===== src/rtl/mul8u_err_monitor.sv =====
// Error-statistics monitor for an 8x8 unsigned approximate multiplier.
// Three-stage pipeline: capture, exact-product/abs-error, accumulate (MAE/WCE/EP).
module mul8u_err_monitor #(
    parameter int CNT_W = 16
) (
    input  logic                clk,
    input  logic                rst,
    input  logic                clr,
    input  logic                in_valid,
    input  logic [7:0]          a,
    input  logic [7:0]          b,
    input  logic [15:0]         p_apx,
    output logic [CNT_W:0]      sample_cnt,
    output logic [CNT_W:0]      err_cnt,
    output logic [15+CNT_W:0]   sum_abs,
    output logic [15:0]         max_abs,
    output logic [7:0]          max_a,
    output logic [7:0]          max_b,
    output logic                full,
    output logic                busy
);

    localparam logic [CNT_W:0] LIMIT   = {1'b1, {CNT_W{1'b0}}};
    localparam logic [CNT_W:0] CNT_ONE = {{CNT_W{1'b0}}, 1'b1};

    // rst and clr have the same effect, so both collapse into one flush
    logic flush_s;

    // S1 capture registers
    logic        v1_d, v1_q;
    logic [7:0]  a1_d, a1_q;
    logic [7:0]  b1_d, b1_q;
    logic [15:0] p1_d, p1_q;

    // S2 error registers
    logic        v2_d, v2_q;
    logic [7:0]  a2_d, a2_q;
    logic [7:0]  b2_d, b2_q;
    logic [15:0] abs2_d, abs2_q;
    logic        nz2_d, nz2_q;
    logic [15:0] exact_s;
    logic [16:0] diff_s;
    logic [16:0] neg_s;
    logic [15:0] abs_s;

    // S3 statistics registers
    logic [CNT_W:0]    sample_cnt_d, sample_cnt_q;
    logic [CNT_W:0]    err_cnt_d, err_cnt_q;
    logic [15+CNT_W:0] sum_abs_d, sum_abs_q;
    logic [15:0]       max_abs_d, max_abs_q;
    logic [7:0]        max_a_d, max_a_q;
    logic [7:0]        max_b_d, max_b_q;
    logic              room_s;

    assign flush_s = rst | clr;

    // S1: capture the incoming sample; a flush drops the sample presented this cycle
    always_comb begin
        v1_d = 1'b0;
        a1_d = a1_q;
        b1_d = b1_q;
        p1_d = p1_q;
        if (flush_s) begin
            v1_d = 1'b0;
            a1_d = 8'd0;
            b1_d = 8'd0;
            p1_d = 16'd0;
        end else begin
            v1_d = in_valid;
            a1_d = a;
            b1_d = b;
            p1_d = p_apx;
        end
    end

    // S2: exact product and absolute error; both products are 16 bits so |diff| fits in 16
    always_comb begin
        exact_s = {8'd0, a1_q} * {8'd0, b1_q};
        diff_s  = {1'b0, p1_q} - {1'b0, exact_s};
        neg_s   = 17'd0 - diff_s;
        abs_s   = 16'd0;
        if (diff_s[16]) begin
            abs_s = neg_s[15:0];
        end else begin
            abs_s = diff_s[15:0];
        end
    end

    // S2 register inputs
    always_comb begin
        v2_d   = 1'b0;
        a2_d   = a2_q;
        b2_d   = b2_q;
        abs2_d = abs2_q;
        nz2_d  = nz2_q;
        if (flush_s) begin
            v2_d   = 1'b0;
            a2_d   = 8'd0;
            b2_d   = 8'd0;
            abs2_d = 16'd0;
            nz2_d  = 1'b0;
        end else begin
            v2_d   = v1_q;
            a2_d   = a1_q;
            b2_d   = b1_q;
            abs2_d = abs_s;
            nz2_d  = (abs_s != 16'd0);
        end
    end

    assign room_s = (sample_cnt_q < LIMIT);

    // S3: accumulate while below the limit; strict > keeps the first operands on ties
    always_comb begin
        sample_cnt_d = sample_cnt_q;
        err_cnt_d    = err_cnt_q;
        sum_abs_d    = sum_abs_q;
        max_abs_d    = max_abs_q;
        max_a_d      = max_a_q;
        max_b_d      = max_b_q;
        if (flush_s) begin
            sample_cnt_d = '0;
            err_cnt_d    = '0;
            sum_abs_d    = '0;
            max_abs_d    = 16'd0;
            max_a_d      = 8'd0;
            max_b_d      = 8'd0;
        end else if (v2_q && room_s) begin
            sample_cnt_d = sample_cnt_q + CNT_ONE;
            err_cnt_d    = err_cnt_q + (nz2_q ? CNT_ONE : {(CNT_W+1){1'b0}});
            sum_abs_d    = sum_abs_q + {{CNT_W{1'b0}}, abs2_q};
            if (abs2_q > max_abs_q) begin
                max_abs_d = abs2_q;
                max_a_d   = a2_q;
                max_b_d   = b2_q;
            end else begin
                max_abs_d = max_abs_q;
                max_a_d   = max_a_q;
                max_b_d   = max_b_q;
            end
        end else begin
            sample_cnt_d = sample_cnt_q;
        end
    end

    // Pipeline and statistics state register
    always_ff @(posedge clk) begin
        if (rst) begin
            v1_q         <= 1'b0;
            a1_q         <= 8'd0;
            b1_q         <= 8'd0;
            p1_q         <= 16'd0;
            v2_q         <= 1'b0;
            a2_q         <= 8'd0;
            b2_q         <= 8'd0;
            abs2_q       <= 16'd0;
            nz2_q        <= 1'b0;
            sample_cnt_q <= '0;
            err_cnt_q    <= '0;
            sum_abs_q    <= '0;
            max_abs_q    <= 16'd0;
            max_a_q      <= 8'd0;
            max_b_q      <= 8'd0;
        end else begin
            v1_q         <= v1_d;
            a1_q         <= a1_d;
            b1_q         <= b1_d;
            p1_q         <= p1_d;
            v2_q         <= v2_d;
            a2_q         <= a2_d;
            b2_q         <= b2_d;
            abs2_q       <= abs2_d;
            nz2_q        <= nz2_d;
            sample_cnt_q <= sample_cnt_d;
            err_cnt_q    <= err_cnt_d;
            sum_abs_q    <= sum_abs_d;
            max_abs_q    <= max_abs_d;
            max_a_q      <= max_a_d;
            max_b_q      <= max_b_d;
        end
    end

    assign sample_cnt = sample_cnt_q;
    assign err_cnt    = err_cnt_q;
    assign sum_abs    = sum_abs_q;
    assign max_abs    = max_abs_q;
    assign max_a      = max_a_q;
    assign max_b      = max_b_q;
    assign full       = (sample_cnt_q == LIMIT);
    assign busy       = v1_q | v2_q;

endmodule


===== config.mk =====
export PLATFORM = sky130hd
export DESIGN_NAME = mul8u_err_monitor
export DESIGN_NICKNAME = d
export VERILOG_FILES = /design/src/rtl/mul8u_err_monitor.sv
export SDC_FILE = /design/constraint.sdc
export NUM_CORES = 1
export LEC_CHECK = 0
export CAP_MARGIN = 20
export CORE_MARGIN = 2
export CORE_UTILIZATION = 30
export DETAILED_ROUTE_END_ITERATION = 8
export PLACE_DENSITY_LB_ADDON = 0.08
export SLEW_MARGIN = 20
export SYNTH_ARGS = -nofsm -noshare
export SYNTH_HDL_FRONTEND = slang
export SYNTH_SLANG_ARGS = --single-unit

===== constraint.sdc =====
create_clock -name clk -period 7.6 [get_ports clk]
set_clock_uncertainty 0.15 [all_clocks]
set_input_delay 2.28 -clock clk [delete_from_list [all_inputs] [get_ports clk]]
set_output_delay 2.28 -clock clk [all_outputs]
set_load 0.01 [all_outputs]

; ---- Yosys cells after proc, flatten, opt, wreduce, memory -nomap -nowiden
; Index checks and enable logic that the tools add are counted.
[totals]
regBits = 165
input_bits = 36
output_inout_bits = 100
wordCells = 32
[op_classes]
n_addsub = 5
n_mul = 1
n_lt_le_gt_ge = 2
n_eq_ne = 1
mux = 2
bitwise_logic = 2
n_reduce_logical = 4
[ops]
columns = operator, count
row1 = adder 32 x 16 -> 32 bit, 1
row2 = adder 17 x 1 -> 17 bit, 1
row3 = adder 17 x 1 -> 17 bit (second input constant), 1
row4 = equality test 17 bit (second input constant), 1
row5 = less-than comparator 17 bit (second input constant), 1
row6 = subtractor 16 x 16 -> 17 bit, 1
row7 = > comparator 16 bit, 1
row8 = multiplier 8 x 8 -> 16 bit, 1
row9 = two-way mux 16 bit, 1
row10 = nonzero test 16 bit, 1
row11 = subtractor 1 x 16 -> 16 bit (first input constant), 1
row12 = OR 1 bit, 2
row13 = AND reduction 2 bit, 1
row14 = OR reduction 2 bit, 1
row15 = logical AND 1 bit, 1
row16 = two-way mux 1 bit, 1

; ---- Logic depth before layout (Yosys ltp)
[depth]
depth_word = 5
depth_mapped = 23
ltp_nobuf = 20

; ---- Worst setup path after synthesis
; OpenSTA, ideal clock, no wires.
[synth_timing]
path_kind = flip-flop to flip-flop
startpoint = register a1_q[2]
endpoint = register nz2_q
setup_time_ns = 0.128
t_arrival_ns = 5.339
required_time_ns = 7.322
setup_slack_ns = 1.983
stages_incl_launch_ff = 20
path_buffers = 1
synth_period_minus_slack_ns = 5.617
path_cell_list = dfxtp_1 clkbuf_1 nand2_1 fa_1 fa_1 fa_1 inv_1 fa_1 inv_1 ha_1 a21o_1 a21oi_1 nand4_1 a21oi_2 nor3b_2 or4_1 a2111oi_0 o2111a_1 and4_1 a31oi_1
[synth_via]
elab_chain_cells = 5
[synth_rtl]
columns = item, line_no
row1 = start: declaration, 31  ; logic [7:0] a1_d, a1_q;
row2 = start signal: assignment, 150  ; a1_q <= 8'd0;
row3 = start signal: assignment, 166  ; a1_q <= a1_d;
row4 = multiplier 8 x 8 -> 16 bit *, 78  ; exact_s = {8'd0, a1_q} * {8'd0, b1_q};
row5 = subtractor 16 x 16 -> 17 bit *, 79  ; diff_s = {1'b0, p1_q} - {1'b0, exact_s};
row6 = subtractor 1 x 16 -> 16 bit, 80  ; neg_s = 17'd0 - diff_s;
row7 = two-way mux 16 bit *, 82  ; if (diff_s[16]) begin
row8 = nonzero test 16 bit *, 107  ; nz2_d = (abs_s != 16'd0);
row9 = end signal: assignment, 173  ; nz2_q <= nz2_d;
row10 = end: declaration, 40  ; logic nz2_d, nz2_q;
; Every way passes the cells marked *; elsewhere a longest branch is shown, timed or not.
; A chain may end at the register's enable or synchronous reset.

; ---- Final worst setup path
[layout_timing]
startpoint = register b1_q[7]
endpoint = register nz2_q
[layout_via]
elab_chain_cells = 5
[layout_rtl]
columns = item, line_no
row1 = start: declaration, 32  ; logic [7:0] b1_d, b1_q;
row2 = start signal: assignment, 151  ; b1_q <= 8'd0;
row3 = start signal: assignment, 167  ; b1_q <= b1_d;
row4 = multiplier 8 x 8 -> 16 bit *, 78
row5 = subtractor 16 x 16 -> 17 bit *, 79
row6 = subtractor 1 x 16 -> 16 bit, 80
row7 = two-way mux 16 bit *, 82
row8 = nonzero test 16 bit *, 107
; Marks and branches as above.

==> flow_summary.ini <==
[power_and_ir_drop]
power_frac_seq = 0.388
p_total_mw = 2.382
ir_drop_mv = 0.1648
power_density_nw_per_um2 = 192.3
clock_power_share = 0.352
p_leak_nw = 4.953
pwr-share-comb = 0.259
p_int_mw = 1.598
power.switching_mw = 0.7836
p_sw_frac = 0.3289

[synth]
synth_compound_area_frac = 0.1062
synth_xor_area_frac = 0.05776
synth_top_family_by_area = simple AND/OR/NAND/NOR gates
ys_ff_latch = 165
synthFlopType = dfxtp_1
synthSimpleGateAreaFrac = 0.2082
ys_seq_area_frac = 0.3301
synth.area.mux_share = 0.03201
avgSynthCellArea_um2 = 8.786
yosys.cell_types.count = 63
synth_nets = 1305
async_reset_ff_frac = 0
syn_area_um2 = 10010
synth_fa_ha_area_frac = 0.2016
syn_inst = 1139
synth-edff-count = 0
yosysWarningCount = 0

[final_layout]
final_nets = 1424
fillCellCount = 3379
syn_to_final_growth_pct = 23.76
regArea_um2 = 3303
final_layout_size_suffix_gt1_frac = 0.04721
diodes = 0
final_area_um2 = 12380
multi_input_area_um2 = 6086
final_cells = 1713

[sta]
drv_slew = 0
fmax_ghz = 0.1619
rsz0062_at_grt = false
final-setup-viol-count = 0
timing.slew.headroom = 0.3866
hold_violations = 0
setup_tns_ps = 0
fin_crit_sh = 0.8129
period_minus_slack_ps = 6178
tightest_slew_ps = 916.7

[global_route]
grt_antenna_before_repair = 0
grt_max_degree = 69
grt_overflow_total = 0
grt_use_total = 0.1401
grt_pass1_vias = 7508
grt_pass1_wl_um = 39710

[clock_tree]
clock_latency_ps = 430
htree_levels = 4
numClockSinks = 165
hold_buffers = 0
cts_resized = 0
clk_pin_slew_worst_paths_ps = 70
cts-root-buf = clkbuf_16
post_cts_buffers = 0
tritoncts = built
cts_buffers = 17
cts.path.max_buffers = 2

[setup_path]
cp_common_cell = fa_1
critPathTopFamily = adder cells
endpoint_kind = register
worstPathRequired_ps = 7720
max_stage_delay_ps = 540
crit_fanout = 9
crit_chain = nand2_1, fa_1, fa_1, fa_1, inv_1, fa_1, inv_1, ha_1, a21o_1, a21oi_1, nand4_1, a21oi_2, nor3b_2, or4_1, a2111oi_0, o2111a_1, and4_1, a31oi_1
critPathArrivalTime_ps = 6290
critical_path_buf_inv_count = 2
path_class = register to register
crit_path_start = b1_q[7]$_SDFF_PP0_
start_kind = register
crit_slowest_cell = fa_1
r2r-start = b1_q[7]$_SDFF_PP0_

[detailed_routing]
drc = 0
via_per_inst = 4.528
vias = 7757
firstDrtPassIters = 6
drtIter0Drc = 359
ant_nets = 0
wirelength_um = 24110
wl_per_cell_um = 14.07

[die]
io_pins = 136
rows = 66
fp.dieW_um = 186.6
dieArea_um2 = 34830
initial_core_util = 0.3060
die_y_um = 186.6
core_region_area_um2 = 32700

[placement]
gp_congestion = 0.8123
placed_cells = 1681
hpwl_um = 18640
dpl_cell_area_um2 = 11820
port_buffers = 135

[run]
drv_cap = 0

[worst_hold_path]
hold_class = register to register
hold_start = v1_q$_SDFF_PP0_

[status]
status = complete, no violations
cell usage in the layout (no fill, tap or decap), types with 7 or more instances in the layout:
master / n
buf_4: 7
a21o_1: 16
a31oi_1: 9
o21ai_0: 18
clkdlybuf4s50_1: 135
or3_1: 17
mux2i_1: 32
nor2_1: 114
nand4_1: 9
ha_1: 78
o41ai_1: 8
nor3_1: 16
o21a_1: 7
and2_1: 85
o31ai_1: 7
nand3_1: 20
clkbuf_16: 17
xnor2_1: 24
inv_1: 127
nand2_1: 107
fa_1: 52
xor2_1: 42
dfxtp_1: 165
a21oi_1: 48
and3_1: 15
worst paths after layout:
check,end,slack (ps),depth (start not counted)
worst max-delay path,nz2_q$_SDFF_PP0_,1420,18
worst min-delay path,v2_q$_SDFF_PP0_,300,1
worst max register to register,nz2_q$_SDFF_PP0_,1420,18
worst min register to register,v2_q$_SDFF_PP0_,300,1
power by group through the flow:
stage	combinational (mW)	clock [mW]	sequential, mW
after floorplan	0.485	0	0.930
after global placement	0.623	0	0.945
after detailed placement	0.625	0	0.946
after CTS	0.627	0.869	0.926
after global routing	0.707	0.902	0.929
final	0.618	0.839	0.925
layer usage:
metal	global-route usage	share of wire	vias to the layer above
met3	0.02407	0.027	13
met1	0.1881	0.50	3614
li1	-	-	4011
met4	0.03327	0.0096	0
met2	0.2345	0.47	119
met5	0	0	-
logic make-up (layout without fill, tap and decap cells):
| family | Yosys count | count (layout) |
|---|---|---|
| adders and majority gates | 130 | 130 |
| and+or+nand+nor | 422 | 422 |
| xor gates and xnor gates | 66 | 66 |
| muxes | 32 | 32 |
| buffers and inverters | 169 | 301 |
| DFF | 165 | 165 |
| AOI/OAI and AO/OA | 155 | 155 |
stage by stage:
| step | utilization | setup WS, ps | hold slack, ps |
|---|---|---|---|
| 2_1_floorplan | - | 1983 | 270.9 |
| 3_5_place_dp | 0.3615 | 1426 | 288.0 |
| 4_1_cts | 0.3787 | 1398 | 302.0 |
| 5_1_grt | 0.3787 | 951.2 | 310.8 |
| 3_3_place_gp | 0.3615 | 1526 | 281.7 |
| 6_report | 0.3787 | 1422 | 298.4 |
cell usage after synthesis, drive strengths merged, types with 4 or more instances:
cell	n	area [um2]
clkbuf	39	146.4
o31ai	7	52.55
ha	78	975.9
inv	127	476.7
xnor2	24	210.2
nand3	20	100.1
a21o	17	128.9
and3	15	93.84
nand4	9	56.30
fa	52	1041
o41ai	9	86.34
a211oi	6	50.05
nand2	107	401.6
mux2i	32	320.3
nand2b	4	25.02
a31oi	9	56.30
nor3	16	80.08
nor2b	5	31.28
dfxtp	165	3303
o21a	7	52.55
o211ai	5	42.54
or3	18	117.6
a21oi	50	257.8
and2	86	540.5
or4	4	30.03
and4	5	43.79
o311ai	6	52.55
xor2	42	367.9
or2	8	52.56
nor2	115	431.7
o21ai	18	90.09
a2111oi	4	41.29
worst register-to-register path, cell delays in order (launching register included):
cell	delay, ps
dfxtp_1	510
nand2_1	130
fa_1	530
fa_1	520
fa_1	540
inv_1	50
fa_1	530
inv_1	40
ha_1	390
a21o_1	220
a21oi_1	270
nand4_1	220
a21oi_2	210
nor3b_2	100
or4_1	510
a2111oi_0	500
o2111a_1	280
and4_1	200
a31oi_1	100
flip-flops by register name, indices dropped and copies added (netlist names):
signal	flops
a1_q	8
a2_q	8
abs2_q	16
b1_q	8
b2_q	8
err_cnt	17
max_a	8
max_abs	16
max_b	8
nz2_q	1
p1_q	16
sample_cnt	17
sum_abs	32
v1_q	1
v2_q	1
cell type report:
type                       count  share of cell area
sequential                   165              0.2667
inverter                     127             0.03849
multi-input combinational    805              0.4914
timing repair buffer         142              0.1134
clock inverter                12            0.009295
clock buffer                  20             0.03607
tap                          442             0.04466
No activity file was read; power rests on OpenSTA's default activity.
